--- config.mk ---
export PLATFORM = sky130hd
export DESIGN_NAME = compare_branch
export DESIGN_NICKNAME = d
export VERILOG_FILES = /design/src/rtl/compare_branch.sv
export SDC_FILE = /design/constraint.sdc
export NUM_CORES = 1
export LEC_CHECK = 0
export CORE_AREA = 2 2 87 89
export DETAILED_ROUTE_END_ITERATION = 8
export DIE_AREA = 0 0 89 91
export DONT_BUFFER_PORTS = 1
export GPL_ROUTABILITY_DRIVEN = 1
export PLACE_DENSITY = 0.64
export SLEW_MARGIN = 20
export SYNTH_ARGS = -nofsm -noshare
export SYNTH_HDL_FRONTEND = slang
export SYNTH_SLANG_ARGS = --single-unit
--- constraint.sdc ---
create_clock -name clk -period 5.6 [get_ports clk]
set_input_delay 1.12 -clock clk [delete_from_list [all_inputs] [get_ports clk]]
set_output_delay 1.12 -clock clk [all_outputs]
set_load 0.02 [all_outputs]
--- src/rtl/compare_branch.sv ---
// Clocked MSB-first magnitude/equality compare that fires one taken/notTaken branch pulse per request.
// Latency: result k edges after accept (1..N, N = Width/Digit); N edges when EarlyExit=0 or operands are equal.
// Backpressure: none queued; req is only sampled while idle (busy=0), requests during a compare are dropped.
//
// Ports:
//   clk, rst_n          clock, synchronous active-low reset
//   req, mode, sgn      start request, relation (00 EQ, 01 NE, 10 LT, 11 GE), signed select
//   x, y                operands, latched on the accept edge
//   busy                compare in progress
//   taken, notTaken     one-cycle result pulses (exactly one per accepted request)
//   eqFlag, ltFlag      equality / less-than of the last completed compare, held
module compare_branch #(
  parameter int Width     = 32,
  parameter int Digit     = 8,
  parameter int EarlyExit = 1
) (
  input  logic             clk,
  input  logic             rst_n,
  input  logic             req,
  input  logic [1:0]       mode,
  input  logic             sgn,
  input  logic [Width-1:0] x,
  input  logic [Width-1:0] y,
  output logic             busy,
  output logic             taken,
  output logic             notTaken,
  output logic             eqFlag,
  output logic             ltFlag
);

  localparam int N  = Width / Digit;
  localparam int IW = (N > 1) ? $clog2(N) : 1;

  generate
    if (Width % Digit != 0) begin : g_bad_digit
      $error("compare_branch: Width must be a multiple of Digit");
    end
  endgenerate

  typedef enum logic {IDLE = 1'b0, RUN = 1'b1} state_t;

  state_t          state, state_nxt;
  logic [Width-1:0] x_r, y_r;
  logic [1:0]      mode_r;
  logic [IW-1:0]   idx;
  logic            decided, lt_r;

  logic [Digit-1:0] x_dig, y_dig;
  logic            differ, dec_nxt, lt_nxt, eq_nxt, rel, finish, accept;

  // Operands viewed as an array of digits so the current digit is a plain index.
  generate
    if (N == 1) begin : g_single
      assign x_dig = x_r;
      assign y_dig = y_r;
    end else begin : g_multi
      logic [N-1:0][Digit-1:0] x_arr, y_arr;
      assign x_arr = x_r;
      assign y_arr = y_r;
      assign x_dig = x_arr[idx];
      assign y_dig = y_arr[idx];
    end
  endgenerate

  always_comb begin
    differ  = (x_dig != y_dig);
    // Only the most significant differing digit decides the ordering.
    dec_nxt = decided | differ;
    lt_nxt  = decided ? lt_r : (x_dig < y_dig);
    eq_nxt  = ~dec_nxt;
    finish  = (state == RUN) && (((EarlyExit != 0) && differ) || (idx == '0));
    accept  = (state == IDLE) && req;
    case (mode_r)
      2'b00:   rel = eq_nxt;
      2'b01:   rel = ~eq_nxt;
      2'b10:   rel = lt_nxt;
      default: rel = ~lt_nxt;
    endcase
  end

  always_comb begin
    state_nxt = state;
    case (state)
      IDLE: if (req)    state_nxt = RUN;
      RUN:  if (finish) state_nxt = IDLE;
    endcase
  end

  always_ff @(posedge clk) begin
    if (!rst_n) state <= IDLE;
    else        state <= state_nxt;
  end

  assign busy = (state == RUN);

  always_ff @(posedge clk) begin
    if (!rst_n) begin
      x_r      <= '0;
      y_r      <= '0;
      mode_r   <= '0;
      idx      <= '0;
      decided  <= 1'b0;
      lt_r     <= 1'b0;
      taken    <= 1'b0;
      notTaken <= 1'b0;
      eqFlag   <= 1'b0;
      ltFlag   <= 1'b0;
    end else begin
      taken    <= 1'b0;
      notTaken <= 1'b0;
      if (accept) begin
        // Flipping the sign bit maps two's-complement order onto unsigned order.
        x_r     <= x ^ {sgn, {(Width-1){1'b0}}};
        y_r     <= y ^ {sgn, {(Width-1){1'b0}}};
        mode_r  <= mode;
        idx     <= IW'(N - 1);
        decided <= 1'b0;
        lt_r    <= 1'b0;
      end else if (state == RUN) begin
        decided <= dec_nxt;
        lt_r    <= lt_nxt;
        if (finish) begin
          taken    <= rel;
          notTaken <= ~rel;
          eqFlag   <= eq_nxt;
          ltFlag   <= lt_nxt;
        end else begin
          idx <= idx - 1'b1;
        end
      end
    end
  end

endmodule

==> results.md <==
* Worst skew pair latency at 0.35 ns
* Count of input and output buffers at 0
* Cell Rows at 31
* DIE AREA at 8100 um^2
* 1st-iter DRT viols at 131
* Max Freq at 0.330 GHz
* Max Cap Viol at 0
* N_diodes at 0
* Via density at 5.24
* Post-Route WL at 7130 um
* WL/cell at 15.3 um
* Routed via count at 2443
* Final Hold Violating Endpoints at 0
* Root buffer cell: clkbuf_8
* Mean Syn Cell Area at 9.21 um^2
* Fin Clk Skew at 0.00878 ns
* Final #Nets at 441
* Synth warnings at 0
* LEAKAGE at 1.39 nW
* Fillers at 736
* Slew Limit Fails at 0
* Register area share after synthesis at 43.2%
* Cells after synthesis at 377
* RSZ-0062 raised after global routing: false
* Hold buffers post-CTS at 0
* Mapped Nets at 456
* Crit Path Category: reg -> reg
* Slew headroom at 36.1%
* Gr ovfl total at 0
* Post-CTS Resized at 0
* Die X at 89 um
* Required @ worst endpoint at 5.87 ns
* Final worst-path cycle share at 54.2%
* Peak VDD IR at 0.000148 V
* I/O Pins at 75
* H-tree level count at 3
* Placer Congestion at 0.793
* Design area at 3670 um^2
* Vert. Die Dim at 91 um
* TritonCTS clock tree: done
* Largest net degree at the start of global routing at 76
* Outcome: complete, no violations
* Max FO, Critical Path at 19
* Layout area overhead at 5.66%
* Post-layout util at 51.4%
* Vias in the first global route at 2322
* Hold Path Class: reg -> reg
* Core area at 7140 um^2
* Layout cells sized above 1 at 11.2%
* Unique cell type count in the Yosys netlist at 34
* Initial antenna violation count at 0
* DP Area at 3460 um^2
* CTS clock-pin slew for the worst setup and hold paths at 0.08 ns
* DP HPWL at 5040 um
* DRC at 0
* # setup viols final at 0
* P per Cell Area at 339 nW/um^2
* Cell Area, Synth at 3470 um^2
* Final TNS setup at 0 ns
* Initial Utilization at 48.7%
* Crit. End Element: flip-flop
* Post-CTS setup buffers at 0
* Measured slew at the worst slew-check pin at 0.957 ns
* CP startpoint kind: flip-flop
* Total power at 1.24 mW
* CTS sink cnt at 75
* CP arrival at 3.30 ns
* DRT Pass-1 Iters at 4
* CTS Buffer Depth at 2
* ANT nets after route at 0
* Gr usage total at 18.6%
* Total CTS buffers at 9
* Clock period minus worst slack at 3.03 ns
* First-pass GRT wire length at 11400 um
* #FFs+latches synth at 75
==> where the power goes <==
group / internal (mW) / total [mW] / leakage, nW / switching, mW
combinational: 0.0926 / 0.192 / 0.666 / 0.0995
clock: 0.241 / 0.433 / 0.108 / 0.192
sequential: 0.572 / 0.618 / 0.616 / 0.0456
total: 0.906 / 1.24 / 1.39 / 0.337
==> cell type report <==
class,instances,area (um^2),area share (%)
multi-input cells,262,1780,48.4
clock buffers,12,165,4.50
flip-flops and latches,75,1500,40.9
clock inverters,4,47.5,1.30
repair buffers,1,7.51,0.205
inverters,13,48.8,1.33
well taps,99,124,3.38
==> flip-flops by register name, summed over array words and instances (netlist names), 2 cells and up <==
signal / cells
g_multi.x_arr: 32
g_multi.y_arr: 32
idx: 2
mode_r: 2
==> routing by layer <==
metal / vias up / track usage (%) / share of wire, %
met5: - / 0 / 0
met4: 0 / 7.84 / 1.8
met3: 9 / 4.18 / 4.3
met2: 54 / 27.4 / 46
met1: 1140 / 26.2 / 48
li1: 1240 / - / -
==> synthesized netlist by cell type (all sizes together) <==
| cell type | count | area (um^2) |
|---|---|---|
| nand3b | 1 | 7.51 |
| a32oi | 1 | 8.76 |
| nand2 | 132 | 495 |
| o21ai | 3 | 15.0 |
| and3 | 2 | 12.5 |
| nand4 | 2 | 18.8 |
| dfxtp | 75 | 1500 |
| mux2i | 2 | 20.0 |
| nand2b | 2 | 12.5 |
| o211ai | 1 | 7.51 |
| nand3 | 3 | 15.0 |
| nor2b | 3 | 18.8 |
| inv | 13 | 48.8 |
| mux4 | 16 | 360 |
| o211a | 5 | 50.1 |
| ha | 9 | 113 |
| buf | 19 | 133 |
| a21boi | 65 | 488 |
| xnor2 | 2 | 17.5 |
| and2 | 1 | 6.26 |
| o31ai | 3 | 41.3 |
| a211oi | 1 | 7.51 |
| nor2 | 2 | 15.0 |
| clkbuf | 8 | 30.0 |
| nor3 | 1 | 5.00 |
| a21oi | 5 | 25.0 |
==> worst max-delay path, cell delays in order (launching register included) <==
cell	delay, ns
dfxtp_1	0.95
mux4_2	0.61
ha_1	0.35
nand4_2	0.18
nor3_1	0.36
a21oi_1	0.14
o31ai_2	0.11
mux2i_1	0.24
==> final timing paths <==
kind         cells past startpoint  slack, ns               from                 to
max                              7       2.57             idx[0]           notTaken
min reg2reg                      2       0.46  g_multi.x_arr[18]  g_multi.x_arr[18]
min                              2       0.46  g_multi.x_arr[18]  g_multi.x_arr[18]
max reg2reg                      7       2.57             idx[0]           notTaken
==> through the flow <==
step / setup WS (ns) / cells / hold slack (ns)
global placement: 2.70 / 450 / 0.444
detailed placement: 2.56 / 450 / 0.451
global route: 2.31 / 466 / 0.473
CTS: 2.54 / 466 / 0.462
floorplan: 3.27 / 377 / 0.432
finish: 2.57 / 466 / 0.456
==> placed cells by master (no fill, tap or decap), types with 2 or more instances in the layout <==
cell / Yosys / final
a21boi_0: 42 / 42
mux4_2: 16 / 16
nand2b_1: 2 / 2
mux2i_1: 2 / 2
ha_1: 9 / 9
inv_2: 2 / 2
o21ai_0: 3 / 3
and3_1: 2 / 2
nand2_1: 132 / 131
xnor2_1: 2 / 2
dfxtp_1: 75 / 75
a21boi_1: 23 / 23
nand3_1: 3 / 3
o211a_1: 5 / 5
inv_1: 11 / 11
clkinv_2: 0 / 2
nor2b_1: 3 / 2
a21oi_1: 5 / 5
clkbuf_8: 0 / 12
==> cell families after synthesis <==
kind of cell | after synthesis | share of synthesized area, %
simple gates | 149 | 17.5
compound gates | 84 | 18.5
flops | 75 | 43.2
buf+inv | 40 | 6.09
mux | 18 | 11.0
fa+ha+maj | 9 | 3.24
xor+xnor | 2 | 0.504
Power figures use the tool's default switching activity.
==> edit 1: new RTL, same flow settings <==
Make the reset (`rst_n`) asynchronous in 2 clocked blocks. Comments in the files are not updated.
--- a/src/rtl/compare_branch.sv
+++ b/src/rtl/compare_branch.sv
@@ -88,3 +88,3 @@
 
-  always_ff @(posedge clk) begin
+  always_ff @(posedge clk or negedge rst_n) begin
     if (!rst_n) state <= IDLE;
@@ -95,3 +95,3 @@
 
-  always_ff @(posedge clk) begin
+  always_ff @(posedge clk or negedge rst_n) begin
     if (!rst_n) begin
Behaviour: differs if rst_n is asserted again (counterexample within 4 cycles, from zero or initial values and one cycle with rst_n low); with rst_n held inactive, the same outputs for 10 cycles.
==> edit 1 against the unedited design <==
- area after synthesis is 1.3% higher
- sequential cell count stayed put
- setup slack better by 0.24 ns
- wire length is 14% lower
- power is 8.2% higher
- combinational power is 4% higher
- final area is 3.1% higher
- hold slack better by 0.011 ns
- critical path type unchanged
- largest cell class is now sequential cells
- highest routed layer is now met5
==> edit 1: results (changes against the unedited design) <==
\begin{tabular}{lr}
\hline
Metric & Value \\
\hline
\multicolumn{2}{l}{\textbf{Outcome}} \\
Outcome & completed \\
\multicolumn{2}{l}{\textbf{GRT}} \\
Number of antenna violations at the first check in global routing & 2 (+2) \\
Global-route wire length before repair & 10.05 mm (-12\%) \\
Total track usage & 0.1688 (-0.01755) \\
Largest net degree at the start of global routing & 76 (unchanged) \\
Number of global-route vias before repair & 1,977 (-15\%) \\
\multicolumn{2}{l}{\textbf{STA}} \\
Post-Route Skew & 0.01037 ns (+0.001597 ns) \\
Slew headroom & 0.4156 (+0.05424) \\
\multicolumn{2}{l}{\textbf{Logic synthesis}} \\
Post-synth ARST share & 1.000 (+1.000) \\
Warnings from Yosys & 0 (unchanged) \\
Number of different library cells in the post-synthesis netlist & 32 (-5.9\%) \\
Leading register cell type out of synthesis & dfrtp\_1 \\
Number of nets produced by synthesis & 310 (-32\%) \\
Largest cells by area after synthesis & dfrtp\_1 53\%, mux2\_1 20\%, mux4\_2 10\% \\
Number of synthesized flops with an enable pin & 0 (unchanged) \\
Commonest cells in the netlist & 75 x dfrtp\_1, 64 x mux2\_1, 16 x mux4\_2 \\
Share of synthesized area occupied by flip-flops and latches & 0.5336 (+0.1013) \\
\multicolumn{2}{l}{\textbf{Drt}} \\
Wire length on met1 & 2.651 mm (-22\%) \\
Met3 WL & 284 um (-8.4\%) \\
Highest metal used & met5 \\
Violation count after the first detailed-routing iteration & 81 (-38\%) \\
Length of routed met2 wiring & 3.047 mm (-7.2\%) \\
Number of vias in the routed layout & 1,844 (-25\%) \\
Routed WL & 6.106 mm (-14\%) \\
\multicolumn{2}{l}{\textbf{Place}} \\
Worst slack at placement & 2.790 ns (+0.2274 ns) \\
Weighted congestion at the end of routability-driven global placement & 0.7433 (-6.2\%) \\
Instance area after placement & 3555 um\^{}2 (+2.8\%) \\
HPWL after detailed placement & 4.194 mm (-17\%) \\
\multicolumn{2}{l}{\textbf{Clock network}} \\
Library cell used as clock root buffer & clkbuf\_8 \\
Source-to-sink clock delay at the later pin of the worst-skew pair & 0.34 ns \\
CTS H-tree depth & 3 (unchanged) \\
CTS clock-pin slew for the worst setup and hold paths & 0.08 ns (about the same) \\
Maximum root-to-sink buffer count & 2 (unchanged) \\
\multicolumn{2}{l}{\textbf{Critical path}} \\
Biggest fanout along the worst timing path & 18 (-1) \\
WP data arrival & 3.02 ns (-0.28 ns) \\
Slowest CP cell & dfrtp\_1 \\
Crit-path max cell delay & 0.92 ns (-0.03 ns) \\
\multicolumn{2}{l}{\textbf{Power and ir drop}} \\
Standby leakage power & 1.635 nW (+18\%) \\
IR Drop Worst-Case VDD & 0.1607 mV (+8.5\%) \\
Switching power & 0.0003277 W (-2.8\%) \\
\multicolumn{2}{l}{\textbf{Worst hold path}} \\
Min-delay worst type & primary input to async pin \\
\multicolumn{2}{l}{\textbf{Finish}} \\
Layout filler cell count & 653 (-11\%) \\
Share of post-route cells with drive strength above 1 & 0.1765 (+0.06475) \\
\hline
\end{tabular}
edit 1: through the flow:
| step | instances | util | hold WS [ns] |
|---|---|---|---|
| 3_5_place_dp | 321 | 0.4981 | 0.4686 |
| 4_1_cts | 337 | 0.5300 | 0.4436 |
| 5_1_grt | 338 | 0.5303 | 0.4387 |
| 6_report | 338 | 0.5303 | 0.4669 |
| 2_1_floorplan | 231 | - | 0.4524 |
| 3_3_place_gp | 321 | 0.4981 | 0.4619 |
edit 1: final timing paths:
check,start,to,slack [ns],cells past startpoint
min in group clk,g_multi.y_arr[16]$_DFFE_PN0P_,g_multi.y_arr[16]$_DFFE_PN0P_,0.49,1
min,rst_n,taken$_DFF_PN0_,0.47,0
max reg2reg,idx[1]$_DFFE_PN0P_,ltFlag$_DFFE_PN0P_,2.81,6
min reg2reg,g_multi.y_arr[16]$_DFFE_PN0P_,g_multi.y_arr[16]$_DFFE_PN0P_,0.49,1
max,idx[1]$_DFFE_PN0P_,ltFlag$_DFFE_PN0P_,2.81,6
max in group asynchronous,rst_n,g_multi.x_arr[31]$_DFFE_PN0P_,5.00,0
edit 1: final cells by class:
cell class	count	area share
Inverter	13	0.01289
Antenna cell	1	0.0006612
Multi-Input combinational cell	132	0.3937
Clock buffer	12	0.04099
Clock inverter	4	0.01917
Tap cell	99	0.03273
Sequential cell	75	0.4959
Timing Repair Buffer	2	0.003967
edit 1: routing by layer:
metal / up-vias / GRT usage
met5: - / 0
met4: 2 / 0.07463
met3: 12 / 0.05091
met2: 45 / 0.2581
met1: 948 / 0.2217
li1: 837 / -
edit 1: kinds of logic after synthesis:
family	share of synthesized area
AO/OA/AOI/OAI	0.02917
XOR/XNOR	0.004981
adder cells (fa/ha/maj)	0.03202
buffers and inverters	0.04269
flip-flops	0.5336
multiplexers	0.3163
AND/OR/NAND/NOR	0.04127
edit 1: worst reg2reg max path, stage by stage (launching register included):
cell and delay, ns:
dfrtp_1 0.92, mux4_2 0.44, ha_1 0.36, nand4_1 0.20, nor3_2 0.22, nand2b_1 0.20, mux2_2 0.35
edit 1: power by group through the flow:
stage          clock [W]  sequential [W]  combinational [W]
6_report        0.000469        0.000678           0.000199
3_5_place_dp           0        0.000689           0.000201
3_3_place_gp           0        0.000686           0.000194
4_1_cts         0.000483        0.000678           0.000203
5_1_grt         0.000506        0.000689           0.000223
2_1_floorplan          0        0.000673           0.000179
==> edit 2: new RTL, same settings <==
Without the edit above. The parameter `Digit` goes from 8 to 4.
--- a/src/rtl/compare_branch.sv
+++ b/src/rtl/compare_branch.sv
@@ -13,3 +13,3 @@
   parameter int Width     = 32,
-  parameter int Digit     = 8,
+  parameter int Digit     = 4,
   parameter int EarlyExit = 1
Behaviour: not the same (a bounded check fails within 4 cycles, from zero or initial values and one cycle with rst_n low).
==> edit 2 against the unedited design <==
- final area about the same
- sequential cell count increased by 1
- wire length decreased by 3.0%
- power increased by 2.2%
- area after synthesis decreased by 1.2%
- clock skew decreased by 0.00099 ns
- final cell count decreased by 1.1%
- setup slack improved by 0.093 ns
- critical path type unchanged
- largest cell class unchanged
- highest routed layer unchanged
==> edit 2: results (changes against the unedited design) <==
\begin{tabular}{lr}
\hline
Metric & Value \\
\hline
\multicolumn{2}{l}{\textbf{Drt}} \\
Met3 WL & 415 um (+34\%) \\
Length of routed met2 wiring & 3.025 mm (-7.9\%) \\
Wire length on met1 & 3.300 mm (-3.2\%) \\
Number of vias in the routed layout & 2,423 (-0.82\%) \\
\multicolumn{2}{l}{\textbf{Place}} \\
Weighted congestion at the end of routability-driven global placement & 0.7357 (-7.2\%) \\
Worst slack at placement & 2.279 ns (-0.2838 ns) \\
Instance area after placement & 3443 um\^{}2 (-0.40\%) \\
HPWL after detailed placement & 4.664 mm (-7.5\%) \\
\multicolumn{2}{l}{\textbf{Finish}} \\
Final \#Nets & 434 (-1.6\%) \\
Share of post-route cells with drive strength above 1 & 0.09669 (-0.01503) \\
\multicolumn{2}{l}{\textbf{GRT}} \\
Met1 Usage GRT & 0.2610 (-0.001410) \\
Global-route wire length before repair & 11.18 mm (-2.3\%) \\
Largest net degree at the start of global routing & 72 (-5.3\%) \\
Total track usage & 0.1821 (-0.004257) \\
\multicolumn{2}{l}{\textbf{STA}} \\
Post-Route Skew & 0.007788 ns (-0.0009889 ns) \\
Slew headroom & 0.4334 (+0.07203) \\
Worst Hold Slack & 0.4568 ns (+0.0005510 ns) \\
\multicolumn{2}{l}{\textbf{Logic synthesis}} \\
Synth Register Bits & 76 (+1.3\%) \\
Share of synthesized area occupied by flip-flops and latches & 0.4431 (+0.01087) \\
Commonest cells in the netlist & 133 x nand2\_1, 76 x dfxtp\_1, 51 x a21boi\_0 \\
Number of different library cells in the post-synthesis netlist & 32 (-5.9\%) \\
Synthesized netlist cell count & 372 (-1.3\%) \\
\multicolumn{2}{l}{\textbf{Power and ir drop}} \\
IR Drop Worst-Case VDD & 0.2069 mV (+40\%) \\
\multicolumn{2}{l}{\textbf{Outcome}} \\
Outcome & completed \\
\multicolumn{2}{l}{\textbf{Worst hold path}} \\
Worst-case hold path end point & g\_multi.y\_arr[4]\$\_SDFFE\_PN0P\_ \\
\multicolumn{2}{l}{\textbf{Critical path}} \\
Category of cells accounting for the largest share of critical-path delay & multiplexers \\
WP data arrival & 3.20 ns (-0.10 ns) \\
Endpoint of the worst setup timing path & idx[1]\$\_SDFFE\_PN0P\_ \\
\hline
\end{tabular}
[edit 2: area by class of cell]
cell class              count  area [um^2]
clock buffers              11        151.4
flip-flops and latches     76         1523
inverters                   4        15.01
multi-input cells         265         1768
clock inverters             4        72.57
fillers                   685         3468
well taps                  99        123.9
repair buffers              2        15.01
[edit 2: kinds of logic (layout without fill, tap and decap cells)]
family / after synthesis / after routing / share of synthesized area
AOI/OAI and AO/OA: 80 / 80 / 0.1636
and+or+nand+nor: 149 / 149 / 0.1727
xor gates and xnor gates: 3 / 3 / 0.007654
buffers and inverters: 31 / 21 / 0.04482
adders and majority gates: 6 / 6 / 0.02187
muxes: 27 / 27 / 0.1461
DFF: 76 / 76 / 0.4431
[edit 2: worst min-delay path: stages, from the launching register on]
cell and delay (ns):
dfxtp_1 0.31, nand2_1 0.05, a21oi_1 0.05
[edit 2: power breakdown]
part	internal, W	switching (W)
clock	0.000272	0.000190
sequential	0.000581	0.0000458
combinational	0.0000890	0.0000930
total	0.000942	0.000328
